$ cat config.mk
export PLATFORM = sky130hd
export DESIGN_NAME = uart_rx_byte_flat
export DESIGN_NICKNAME = d
export VERILOG_FILES = /design/src/rtl/uart_pkg.sv /design/src/rtl/uart_rx_byte_if.sv /design/src/rtl/uart_baud_tick.sv /design/src/rtl/uart_rx_byte.sv /design/src/flat_wrapper.sv
export SDC_FILE = /design/constraint.sdc
export NUM_CORES = 1
export LEC_CHECK = 0
export ABC_CLOCK_PERIOD_IN_PS = 1900
export CAP_MARGIN = 40
export CORE_ASPECT_RATIO = 0.6
export CORE_MARGIN = 2
export CORE_UTILIZATION = 57
export CTS_CLUSTER_DIAMETER = 200
export DETAILED_ROUTE_END_ITERATION = 8
export GPL_TIMING_DRIVEN = 0
export PLACE_DENSITY = 0.77
export REMOVE_ABC_BUFFERS = 1
export SLEW_MARGIN = 40
export SYNTH_ARGS = -nofsm -noshare
export SYNTH_HDL_FRONTEND = slang
export SYNTH_SLANG_ARGS = --single-unit
$ cat constraint.sdc
create_clock -name clk -period 1.9 [get_ports clk]
set_input_delay 0.475 -clock clk [delete_from_list [all_inputs] [get_ports clk]]
set_output_delay 0.475 -clock clk [all_outputs]
set_load 0.05 [all_outputs]
$ cat src/rtl/uart_pkg.sv
`default_nettype none
// ============================================================================
// Module      : uart_pkg
// Description : Shared types, constants and the baud divider helper for the UART blocks.
// Revision    : 1.0 - initial release
// ============================================================================
package uart_pkg;

    localparam int   c_DATA_W   = 8;
    localparam logic c_IDLE_LVL = 1'b1;

    typedef enum logic [2:0] {
        S_IDLE   = 3'd0,
        S_START  = 3'd1,
        S_DATA   = 3'd2,
        S_PARITY = 3'd3,
        S_STOP   = 3'd4,
        S_BREAK  = 3'd5
    } rx_state_t;

    // Clocks per oversample tick, rounded to nearest and never below 1.
    function automatic int calc_div(input int clk_hz, input int baud, input int os);
        int den;
        int d;
        den = baud * os;
        d   = (clk_hz + den / 2) / den;
        if (d < 1) d = 1;
        return d;
    endfunction

endpackage
`default_nettype wire

$ cat src/rtl/uart_rx_byte_if.sv
`default_nettype none
// ============================================================================
// Module      : uart_rx_byte_if
// Description : Serial line input and received-byte outputs of uart_rx_byte.
// Revision    : 1.0 - initial release
// ============================================================================
interface uart_rx_byte_if;

    logic                          iRX;
    logic [uart_pkg::c_DATA_W-1:0] oData;
    logic                          oValid;
    logic                          oFrameErr;
    logic                          oBusy;
    logic                          oParityErr;

    modport master (
        input  iRX,
        output oData, oValid, oFrameErr, oBusy, oParityErr
    );

    modport slave (
        output iRX,
        input  oData, oValid, oFrameErr, oBusy, oParityErr
    );

endinterface
`default_nettype wire

$ cat src/rtl/uart_baud_tick.sv
`default_nettype none
// ============================================================================
// Module      : uart_baud_tick
// Description : Free-running 0..DIV-1 divider with synchronous clear; ticks on wrap.
// Revision    : 1.0 - initial release
// ============================================================================
module uart_baud_tick #(
    parameter int DIV = 27
) (
    input  wire logic clk,
    input  wire logic rst,
    input  wire logic i_clear,
    output logic      o_tick
);

    localparam int c_CW = (DIV > 1) ? $clog2(DIV) : 1;

    logic [c_CW-1:0] r_cnt;
    logic            w_wrap;

    assign w_wrap = (r_cnt == c_CW'(DIV - 1));
    assign o_tick = w_wrap;

    always_ff @(posedge clk) begin
        if (rst || i_clear || w_wrap) begin
            r_cnt <= '0;
        end else begin
            r_cnt <= r_cnt + 1'b1;
        end
    end

endmodule
`default_nettype wire

$ cat src/rtl/uart_rx_byte.sv
`default_nettype none
// ============================================================================
// Module      : uart_rx_byte
// Description : Oversampling 8N1 UART receiver with held byte output and valid strobe.
//               Define UART_RX_PARITY_EN to receive an even-parity bit (8E1).
// Revision    : 1.0 - initial release
// ============================================================================
module uart_rx_byte
    import uart_pkg::*;
#(
    parameter int CLK_HZ     = 50000000,
    parameter int BAUD       = 115200,
    parameter int OVERSAMPLE = 16
) (
    input  wire logic       clk,
    input  wire logic       reset,
    uart_rx_byte_if.master  rx_if
);

    localparam int                c_DIV  = calc_div(CLK_HZ, BAUD, OVERSAMPLE);
    localparam int                c_OS_W = $clog2(OVERSAMPLE);
    localparam logic [c_OS_W-1:0] c_HALF = c_OS_W'(OVERSAMPLE / 2 - 1);
    localparam logic [c_OS_W-1:0] c_LAST = c_OS_W'(OVERSAMPLE - 1);

    logic                r_rx_meta;
    logic                r_rx_s;
    rx_state_t           r_state;
    logic [c_OS_W-1:0]   r_os_cnt;
    logic [2:0]          r_idx;
    logic [c_DATA_W-1:0] r_shift;
    logic [c_DATA_W-1:0] r_data;
    logic                r_valid;
    logic                r_ferr;
    logic                r_busy;
    logic                w_tick;
    logic                w_clear;
`ifdef UART_RX_PARITY_EN
    logic                r_par_bad;
    logic                r_perr;
`endif

    always_ff @(posedge clk) begin
        if (reset) begin
            r_rx_meta <= c_IDLE_LVL;
            r_rx_s    <= c_IDLE_LVL;
        end else begin
            r_rx_meta <= rx_if.iRX;
            r_rx_s    <= r_rx_meta;
        end
    end

    // Divider is held at zero while idle so ticks are phase-aligned to the start edge.
    assign w_clear = (r_state == S_IDLE);

    uart_baud_tick #(.DIV(c_DIV)) u_tick (
        .clk     (clk),
        .rst     (reset),
        .i_clear (w_clear),
        .o_tick  (w_tick)
    );

    always_ff @(posedge clk) begin
        if (reset) begin
            r_state   <= S_IDLE;
            r_os_cnt  <= '0;
            r_idx     <= '0;
            r_shift   <= '0;
            r_data    <= '0;
            r_valid   <= 1'b0;
            r_ferr    <= 1'b0;
            r_busy    <= 1'b0;
`ifdef UART_RX_PARITY_EN
            r_par_bad <= 1'b0;
            r_perr    <= 1'b0;
`endif
        end else begin
            r_valid <= 1'b0;
            r_ferr  <= 1'b0;
`ifdef UART_RX_PARITY_EN
            r_perr  <= 1'b0;
`endif
            case (r_state)
                S_IDLE: begin
                    if (!r_rx_s) begin
                        r_state  <= S_START;
                        r_os_cnt <= '0;
                        r_busy   <= 1'b1;
                    end
                end
                S_START: begin
                    if (w_tick) begin
                        if (r_os_cnt == c_HALF) begin
                            r_os_cnt <= '0;
                            r_idx    <= '0;
                            if (!r_rx_s) begin
                                r_state <= S_DATA;
                            end else begin
                                r_state <= S_IDLE;
                                r_busy  <= 1'b0;
                            end
                        end else begin
                            r_os_cnt <= r_os_cnt + 1'b1;
                        end
                    end
                end
                S_DATA: begin
                    if (w_tick) begin
                        if (r_os_cnt == c_LAST) begin
                            r_os_cnt       <= '0;
                            r_shift[r_idx] <= r_rx_s;
                            if (r_idx == 3'd7) begin
`ifdef UART_RX_PARITY_EN
                                r_state <= S_PARITY;
`else
                                r_state <= S_STOP;
`endif
                            end else begin
                                r_idx <= r_idx + 1'b1;
                            end
                        end else begin
                            r_os_cnt <= r_os_cnt + 1'b1;
                        end
                    end
                end
`ifdef UART_RX_PARITY_EN
                S_PARITY: begin
                    if (w_tick) begin
                        if (r_os_cnt == c_LAST) begin
                            r_os_cnt  <= '0;
                            r_par_bad <= r_rx_s ^ (^r_shift);
                            r_state   <= S_STOP;
                        end else begin
                            r_os_cnt <= r_os_cnt + 1'b1;
                        end
                    end
                end
`endif
                S_STOP: begin
                    if (w_tick) begin
                        if (r_os_cnt == c_LAST) begin
                            r_os_cnt <= '0;
                            if (r_rx_s) begin
                                r_data  <= r_shift;
                                r_valid <= 1'b1;
`ifdef UART_RX_PARITY_EN
                                r_perr  <= r_par_bad;
`endif
                                r_state <= S_IDLE;
                                r_busy  <= 1'b0;
                            end else begin
                                r_ferr  <= 1'b1;
                                r_state <= S_BREAK;
                            end
                        end else begin
                            r_os_cnt <= r_os_cnt + 1'b1;
                        end
                    end
                end
                // A held-low line stays here so it yields a single framing error.
                S_BREAK: begin
                    if (r_rx_s) begin
                        r_state <= S_IDLE;
                        r_busy  <= 1'b0;
                    end
                end
                default: begin
                    r_state <= S_IDLE;
                    r_busy  <= 1'b0;
                end
            endcase
        end
    end

    assign rx_if.oData     = r_data;
    assign rx_if.oValid    = r_valid;
    assign rx_if.oFrameErr = r_ferr;
    assign rx_if.oBusy     = r_busy;
`ifdef UART_RX_PARITY_EN
    assign rx_if.oParityErr = r_perr;
`else
    assign rx_if.oParityErr = 1'b0;
`endif

endmodule
`default_nettype wire

$ cat src/flat_wrapper.sv
// flat-port wrapper written by rule: the top's interface ports become plain ports
module uart_rx_byte_flat import uart_pkg::*;
#(
    parameter int CLK_HZ     = 50000000,
    parameter int BAUD       = 115200,
    parameter int OVERSAMPLE = 16
)
  (clk, reset, rx_if_iRX, rx_if_oData, rx_if_oValid, rx_if_oFrameErr, rx_if_oBusy, rx_if_oParityErr);
  uart_rx_byte_if rx_if_i ();
  input  wire logic clk;
  input  wire logic reset;
  input wire logic [$bits(rx_if_i.iRX)-1:0] rx_if_iRX;
  output wire logic [$bits(rx_if_i.oData)-1:0] rx_if_oData;
  output wire logic [$bits(rx_if_i.oValid)-1:0] rx_if_oValid;
  output wire logic [$bits(rx_if_i.oFrameErr)-1:0] rx_if_oFrameErr;
  output wire logic [$bits(rx_if_i.oBusy)-1:0] rx_if_oBusy;
  output wire logic [$bits(rx_if_i.oParityErr)-1:0] rx_if_oParityErr;
  assign rx_if_i.iRX = rx_if_iRX;
  assign rx_if_oData = rx_if_i.oData;
  assign rx_if_oValid = rx_if_i.oValid;
  assign rx_if_oFrameErr = rx_if_i.oFrameErr;
  assign rx_if_oBusy = rx_if_i.oBusy;
  assign rx_if_oParityErr = rx_if_i.oParityErr;
  uart_rx_byte #(.CLK_HZ(CLK_HZ), .BAUD(BAUD), .OVERSAMPLE(OVERSAMPLE)) u_core (.clk(clk), .reset(reset), .rx_if(rx_if_i));
endmodule
## Yosys cells after proc, flatten, opt, wreduce, memory -nomap -nowiden

Index checks and enable logic that the tools add are counted.

- Add/subtract/negate cells: 3
- $lt $le $gt $ge: 2
- Eq/ne operators: 19
- Mux-type cells: 36
- Bitwise operators: 4
- Reduce and logical (&&, ||, !) cells: 14

Operator list:

| operator | count |
|---|---|
| $mux W3 | 15 |
| $mux W4 | 5 |
| $pmux W3 S5 | 1 |
| $ne A2 B1 Y1 const B | 6 |
| $pmux W4 S3 | 1 |
| $reduce_and A6 Y1 | 2 |
| $ne A2 B2 Y1 const B | 5 |
| $eq A3 B3 Y1 const B | 3 |
| $mux W1 | 9 |
| $reduce_and A9 Y1 | 1 |
| $bwmux W8 | 1 |
| $reduce_and A4 Y1 | 2 |
| $pmux W3 S2 | 1 |
| $add A5 B1 Y5 const B | 1 |
| $eq A5 B5 Y1 const B | 1 |
| $pmux W1 S5 | 1 |
| $add A4 B1 Y4 const B | 1 |
| $eq A4 B3 Y1 const B | 1 |
| $eq A4 B4 Y1 const B | 1 |
| $lt A3 B4 Y1 const B | 1 |
| $not A1 Y1 | 4 |
| $reduce_or A4 Y1 | 1 |
| $add A3 B1 Y3 const B | 1 |
| $demux W1 S3 | 1 |
| other kinds (11) | 12 |

- Flip-flop bits (word level): 36
- Output and inout bits: 12
- Word-level logic and storage cells: 89

## Longest topological paths before layout

- Word-level depth: 5
- Depth in mapped cells: 7
- Gate-level depth less buffers: 6

## By module

A second synthesis with hierarchy kept.

- Cells, all modules: 195
- Area, all modules: 1740.4 um^2

Modules (own cells, without submodules):

| module | instances | cells each | area an instance (um^2) | sequential area each (um^2) |
|---|---|---|---|---|
| uart_rx_byte | 1 | 175 | 1535.2 | 620.6 |
| uart_baud_tick | 1 | 20 | 205.2 | 100.1 |

## Least setup slack after synthesis

OpenSTA, ideal clock, no wires.

- Kind: register -> register
- From: register u_core.r_idx[0]
- To: register u_core.r_idx[0]
- Arrival time: 1.664 ns
- Setup slack: 0.109 ns
- Cell stages (with the launch flop): 7
- Buffers on the path: 0
- Period minus slack after synthesis: 1.791 ns
- Cells stage by stage: dfxtp_1 -> ha_1 -> ha_1 -> nand4bb_1 -> a2111oi_4 -> mux2i_1 -> nor2_1

- Word-level cells in the longest chain between the ends: 5
- Elaborated cells on any way between the ends: 8
- Those cells by class: 1 x add/sub; 2 x eq/ne; 4 x mux; 1 x reduce/logical

Ends and longest elaborated chain:

| element | RTL line | source |
|---|---|---|
| start: declaration | uart_rx_byte.sv:29 | `logic [2:0] r_idx;` |
| start signal: assignment | uart_rx_byte.sv:118 | `r_idx <= r_idx + 1'b1;` |
| $add A3 B1 Y3 | uart_rx_byte.sv:118 |  |
| $mux W3 | uart_rx_byte.sv:111 | `if (r_idx == 3'd7) begin` |
| $mux W3 | uart_rx_byte.sv:108 | `if (r_os_cnt == c_LAST) begin` |
| $mux W3 | uart_rx_byte.sv:107 | `if (w_tick) begin` |
| $pmux W3 S2 | uart_rx_byte.sv:82 | `case (r_state)` |

Parallel ways exist; a longest one is shown, timed or not. The select of a mux whose other input is x is not followed.
A chain may end at the register's enable or synchronous reset.

## Worst setup path after layout

- From: register u_core.r_idx[1]
- To: register u_core.r_idx[0]

- Word-level cells in the longest chain between the ends: 3

Ends and longest elaborated chain:

| element | RTL line |
|---|---|
| $eq A3 B3 Y1 | uart_rx_byte.sv:111 |
| $ne A2 B2 Y1 (no source line) | - |
| $reduce_and A6 Y1 (no source line) | - |

Every way passes these cells.

==> run_results.csv <==
group,metric,value,unit
run_status,status,"completed",
synth,syn-instance-count,210,
synth,synth-edff-count,0,
setup_path,timing.critical_path.required,2.04,ns
timing,setup-violations-final,0,
synth,post_synth_fa_ha_maj_area_fraction,0.0318,
clock_network,worst_setup_hold_path_clk_slew,0.07,ns
global_routing,use_met1,0.362,
setup_path,worstRegToRegCells,6,
global_routing,grt.total_usage,0.251,
route,via_per_inst,6.51,
timing,timing.final.hold_violations,0,
timing,finalMaxSlewViolations,0,
timing,final_min_period_over_clock_period,0.968,
placed_design,place.port_buffers,13,
clock_network,clock_tree.root_cell,"sky130_fd_sc_hd__clkbuf_8",
global_routing,largest_net_degree_at_the_start_of_global_routing,33,
worst_hold_path,hold_path.startpoint,"u_core.r_rx_meta",
global_routing,antenna_found_initial,0,
final_layout,num_antenna_cells,0,
clock_network,clkLatencyLatePin,0.29,ns
synth,seq_area_frac_synth,0.367,
route,route.detailed.drc,0,
timing,final_period_minus_worst_setup_slack,1.84,ns
die,die_area,0.00395,sq mm
power,p_total,1630,uW
setup_path,r2r_slack,0.06,ns
run,maxCapViolCount,0,
synth,fraction_of_synthesized_area_in_multiplexers,0.00509,
synth,mappedNetlistArea,0.00197,sq mm
global_routing,grt.met3_usage,0.0678,
global_routing,vias_in_the_first_global_route,1517,
synth,synthSimpleGateAreaFrac,0.246,
synth,yosys_reg_bits,36,
worst_hold_path,min_delay_path_depth,1,
die,die_width,79.8,um
final_layout,drive_gt1_frac,0.233,
synth,complex_gate_fraction_of_the_synthesized_area,0.249,
worst_hold_path,whs_endpoint,"u_core.r_rx_s",
synth,synth_top_family_by_area,"compound AO/OA/AOI/OAI gates",
timing,worst_pin_slew,0.577,ns
placed_design,hpwlAfterDp,2.97,mm
synth,synth_area_per_cell,9.36,sq um
global_routing,gr-usage-met2,0.361,
die,boundaryPins,15,
power,power_per_cell_area,695,mW/mm^2
timing,max-slew-margin-rel,0.616,
die,coreArea,0.00328,sq mm
timing,max_clock_freq,544,MHz
synth,ys.flop_type,"sky130_fd_sc_hd__dfxtp_1",
power,irDropWorstVdd,0.554,mV
clock_network,cts-root-to-sink-buffers,2,
setup_path,worstPathMaxFanout,7,
final_layout,nets_finish,230,
setup_path,startpoint,"u_core.r_idx[1]",
global_routing,grt.overflow.total,0,
setup_path,critical_path_class,"flip-flop to flip-flop",
global_routing,global_route.peak_usage_layer,"met1",
final_layout,synthToLayoutAreaGrowth,19.7,%
route,wl_per_cell,17.8,um
synth,synth_cell_types,59,
route,drt_iter0_markers,178,
synth,synth_warnings,0,
clock_network,cts_htree_levels,2,
placed_design,place.gp.congestion,0.795,
synth,postSynth.asyncResetShare,0,
global_routing,wire_length_of_the_first_global_routing_pass,7.55,mm
setup_path,critical_path.reg2reg.endpoint,"u_core.r_idx[0]",
route,drtPass1Iterations,5,
final_layout,fillers,241,
timing,final.setup_skew,0.0105,ns
clock_network,cts_tree,"yes",
power,p_leak,0.000904,uW
setup_path,setup.worst_path.end_class,"flip-flop",
setup_path,critPathLaunchType,"flip-flop",
clock_network,clock-sinks,36,
synth,post_synthesis_xor_xnor_area_fraction,0.0267,
worst_hold_path,worst_hold_path_type,"flip-flop to flip-flop",
setup_path,worst-endpoint-arrival,1.98,ns
route,detailroute.via_count,1745,
setup_path,crit-reg2reg-launch,"u_core.r_idx[1]",
route,drtAntennaViolNets,0,
die,placement_rows,16,
final_layout,layout_utilization,0.716,
clock_network,cts_inserted_buffers,5,
die,initial_utilization,0.599,
die,vertical_die_dimension,49.5,um
route,route.final.wire_length,4.77,mm
## state kept, by name, summed over array words and instances (netlist names)
name and cells:
u_core.r_shift 8, u_core.rx_if.oData 8, u_core.u_tick.r_cnt 5, u_core.r_os_cnt 4
u_core.r_idx 3, u_core.r_state 3, u_core.r_rx_meta 1, u_core.r_rx_s 1
u_core.rx_if.oBusy 1, u_core.rx_if.oFrameErr 1, u_core.rx_if.oValid 1
## per-stage QoR
stage | setup WS [ns] | cell area [sq um] | hold WS, ns | setup TNS, ns | std cells
after global routing | -0.0188 | 2350 | 0.454 | -0.0188 | 268
after CTS | 0.00632 | 2210 | 0.430 | 0 | 259
after floorplan | -0.122 | 1870 | 0.389 | -0.824 | 193
after global placement | -0.903 | 2060 | 0.400 | -13.93 | 251
final | 0.0602 | 2350 | 0.429 | 0 | 268
after detailed placement | -0.288 | 2060 | 0.410 | -3.87 | 251
## worst max-delay path by stage
stage / to / slack (ns) / depth (start not counted)
floorplan: u_core.r_os_cnt[2] / -0.12 / 4
finish: u_core.r_idx[0] / 0.06 / 6
global placement: u_core.rx_if.oBusy / -0.90 / 5
detailed placement: u_core.r_os_cnt[1] / -0.29 / 4
global route: u_core.r_idx[0] / -0.02 / 6
CTS: rx_if_oBusy / 0.006 / 1
## final cells by class
cell class | instances | area (sq um) | area share
Inverter | 13 | 48.8 | 0.0207
Tap cell | 45 | 56.3 | 0.0239
Clock buffer | 7 | 96.3 | 0.0410
Multi-Input combinational cell | 144 | 1180 | 0.503
Sequential cell | 36 | 741 | 0.315
Clock inverter | 1 | 30.0 | 0.0128
Timing Repair Buffer | 22 | 198 | 0.0840
## cell usage after synthesis, types with 2 or more instances
cell type / n / area (sq um)
sky130_fd_sc_hd__and2_1: 2 / 12.5
sky130_fd_sc_hd__nand2_1: 4 / 15.0
sky130_fd_sc_hd__o41ai_2: 2 / 32.5
sky130_fd_sc_hd__buf_6: 2 / 22.5
sky130_fd_sc_hd__dfxtp_1: 36 / 721
sky130_fd_sc_hd__buf_2: 4 / 20.0
sky130_fd_sc_hd__buf_4: 3 / 22.5
sky130_fd_sc_hd__o21ai_1: 9 / 45.0
sky130_fd_sc_hd__o32ai_2: 2 / 32.5
sky130_fd_sc_hd__xor2_1: 3 / 26.3
sky130_fd_sc_hd__a2bb2oi_1: 2 / 17.5
sky130_fd_sc_hd__o21ai_0: 2 / 10.0
sky130_fd_sc_hd__and3_1: 3 / 18.8
sky130_fd_sc_hd__a311oi_1: 8 / 70.1
sky130_fd_sc_hd__inv_1: 12 / 45.0
sky130_fd_sc_hd__nor2b_1: 3 / 18.8
sky130_fd_sc_hd__a31o_1: 8 / 70.1
sky130_fd_sc_hd__ha_1: 5 / 62.6
sky130_fd_sc_hd__nand2b_1: 2 / 12.5
sky130_fd_sc_hd__nand4b_1: 5 / 43.8
sky130_fd_sc_hd__nand3_1: 13 / 65.1
sky130_fd_sc_hd__clkbuf_1: 7 / 26.3
sky130_fd_sc_hd__or3b_4: 2 / 22.5
sky130_fd_sc_hd__or2_2: 2 / 12.5
sky130_fd_sc_hd__a211o_1: 2 / 17.5
sky130_fd_sc_hd__nand3b_1: 4 / 30.0
sky130_fd_sc_hd__nand4_1: 5 / 31.3
sky130_fd_sc_hd__o211ai_1: 2 / 15.0
sky130_fd_sc_hd__xnor2_1: 3 / 26.3
sky130_fd_sc_hd__nor2_1: 12 / 45.0
sky130_fd_sc_hd__a21oi_1: 13 / 65.1
## routing by layer
metal | part of all wire | up-vias
met5 | 0 | -
met1 | 0.45 | 853
met4 | 0.012 | 0
met3 | 0.088 | 6
met2 | 0.45 | 78
li1 | - | 808
## worst max-delay path, cell delays in order, from the launching register on
cell and delay, ns:
sky130_fd_sc_hd__dfxtp_4 0.38, sky130_fd_sc_hd__ha_4 0.17, sky130_fd_sc_hd__ha_4 0.15, sky130_fd_sc_hd__nand4bb_4 0.19
sky130_fd_sc_hd__a2111oi_4 0.48, sky130_fd_sc_hd__mux2i_1 0.25, sky130_fd_sc_hd__nor2_1 0.07
## layout by cell type (no fill, tap or decap), types with 3 or more instances in the layout
cell,count
sky130_fd_sc_hd__clkbuf_8,7
sky130_fd_sc_hd__nand4b_1,5
sky130_fd_sc_hd__o21ai_1,9
sky130_fd_sc_hd__dfxtp_4,4
sky130_fd_sc_hd__buf_4,7
sky130_fd_sc_hd__dfxtp_2,4
sky130_fd_sc_hd__dlymetal6s2s_1,3
sky130_fd_sc_hd__a311oi_1,8
sky130_fd_sc_hd__a31o_1,8
sky130_fd_sc_hd__nor2b_1,3
sky130_fd_sc_hd__nand4_1,5
sky130_fd_sc_hd__nand3_1,13
sky130_fd_sc_hd__dlygate4sd2_1,8
sky130_fd_sc_hd__dfxtp_1,28
sky130_fd_sc_hd__xor2_1,3
sky130_fd_sc_hd__nor2_1,12
sky130_fd_sc_hd__a21oi_1,13
sky130_fd_sc_hd__nand3b_1,4
sky130_fd_sc_hd__inv_1,12
sky130_fd_sc_hd__xnor2_1,3
sky130_fd_sc_hd__nand2_1,3
## report_power, final
part | total (uW) | switching, uW | internal [uW]
combinational | 114 | 72.5 | 41.1
sequential | 783 | 21.4 | 761
clock | 738 | 275 | 463
## repair_timing
item                       4_1_cts  5_1_grt
pin swaps                        2        7
buffers inserted                 0        9
cloned                           0        0
hold buffers                     0        0
setup endpoints to repair       35       26
gates resized for setup         20       18
## cells by family (layout without fill, tap and decap cells)
family                     count (synthesis)  in the layout
and+or+nand+nor                           70             70
AOI/OAI and AO/OA                         61             61
DFF                                       36             36
buffers and inverters                     30             43
xor gates and xnor gates                   6              6
adders and majority gates                  5              5
other                                      1              1
muxes                                      1              1
(Power assumes the default switching activity.)
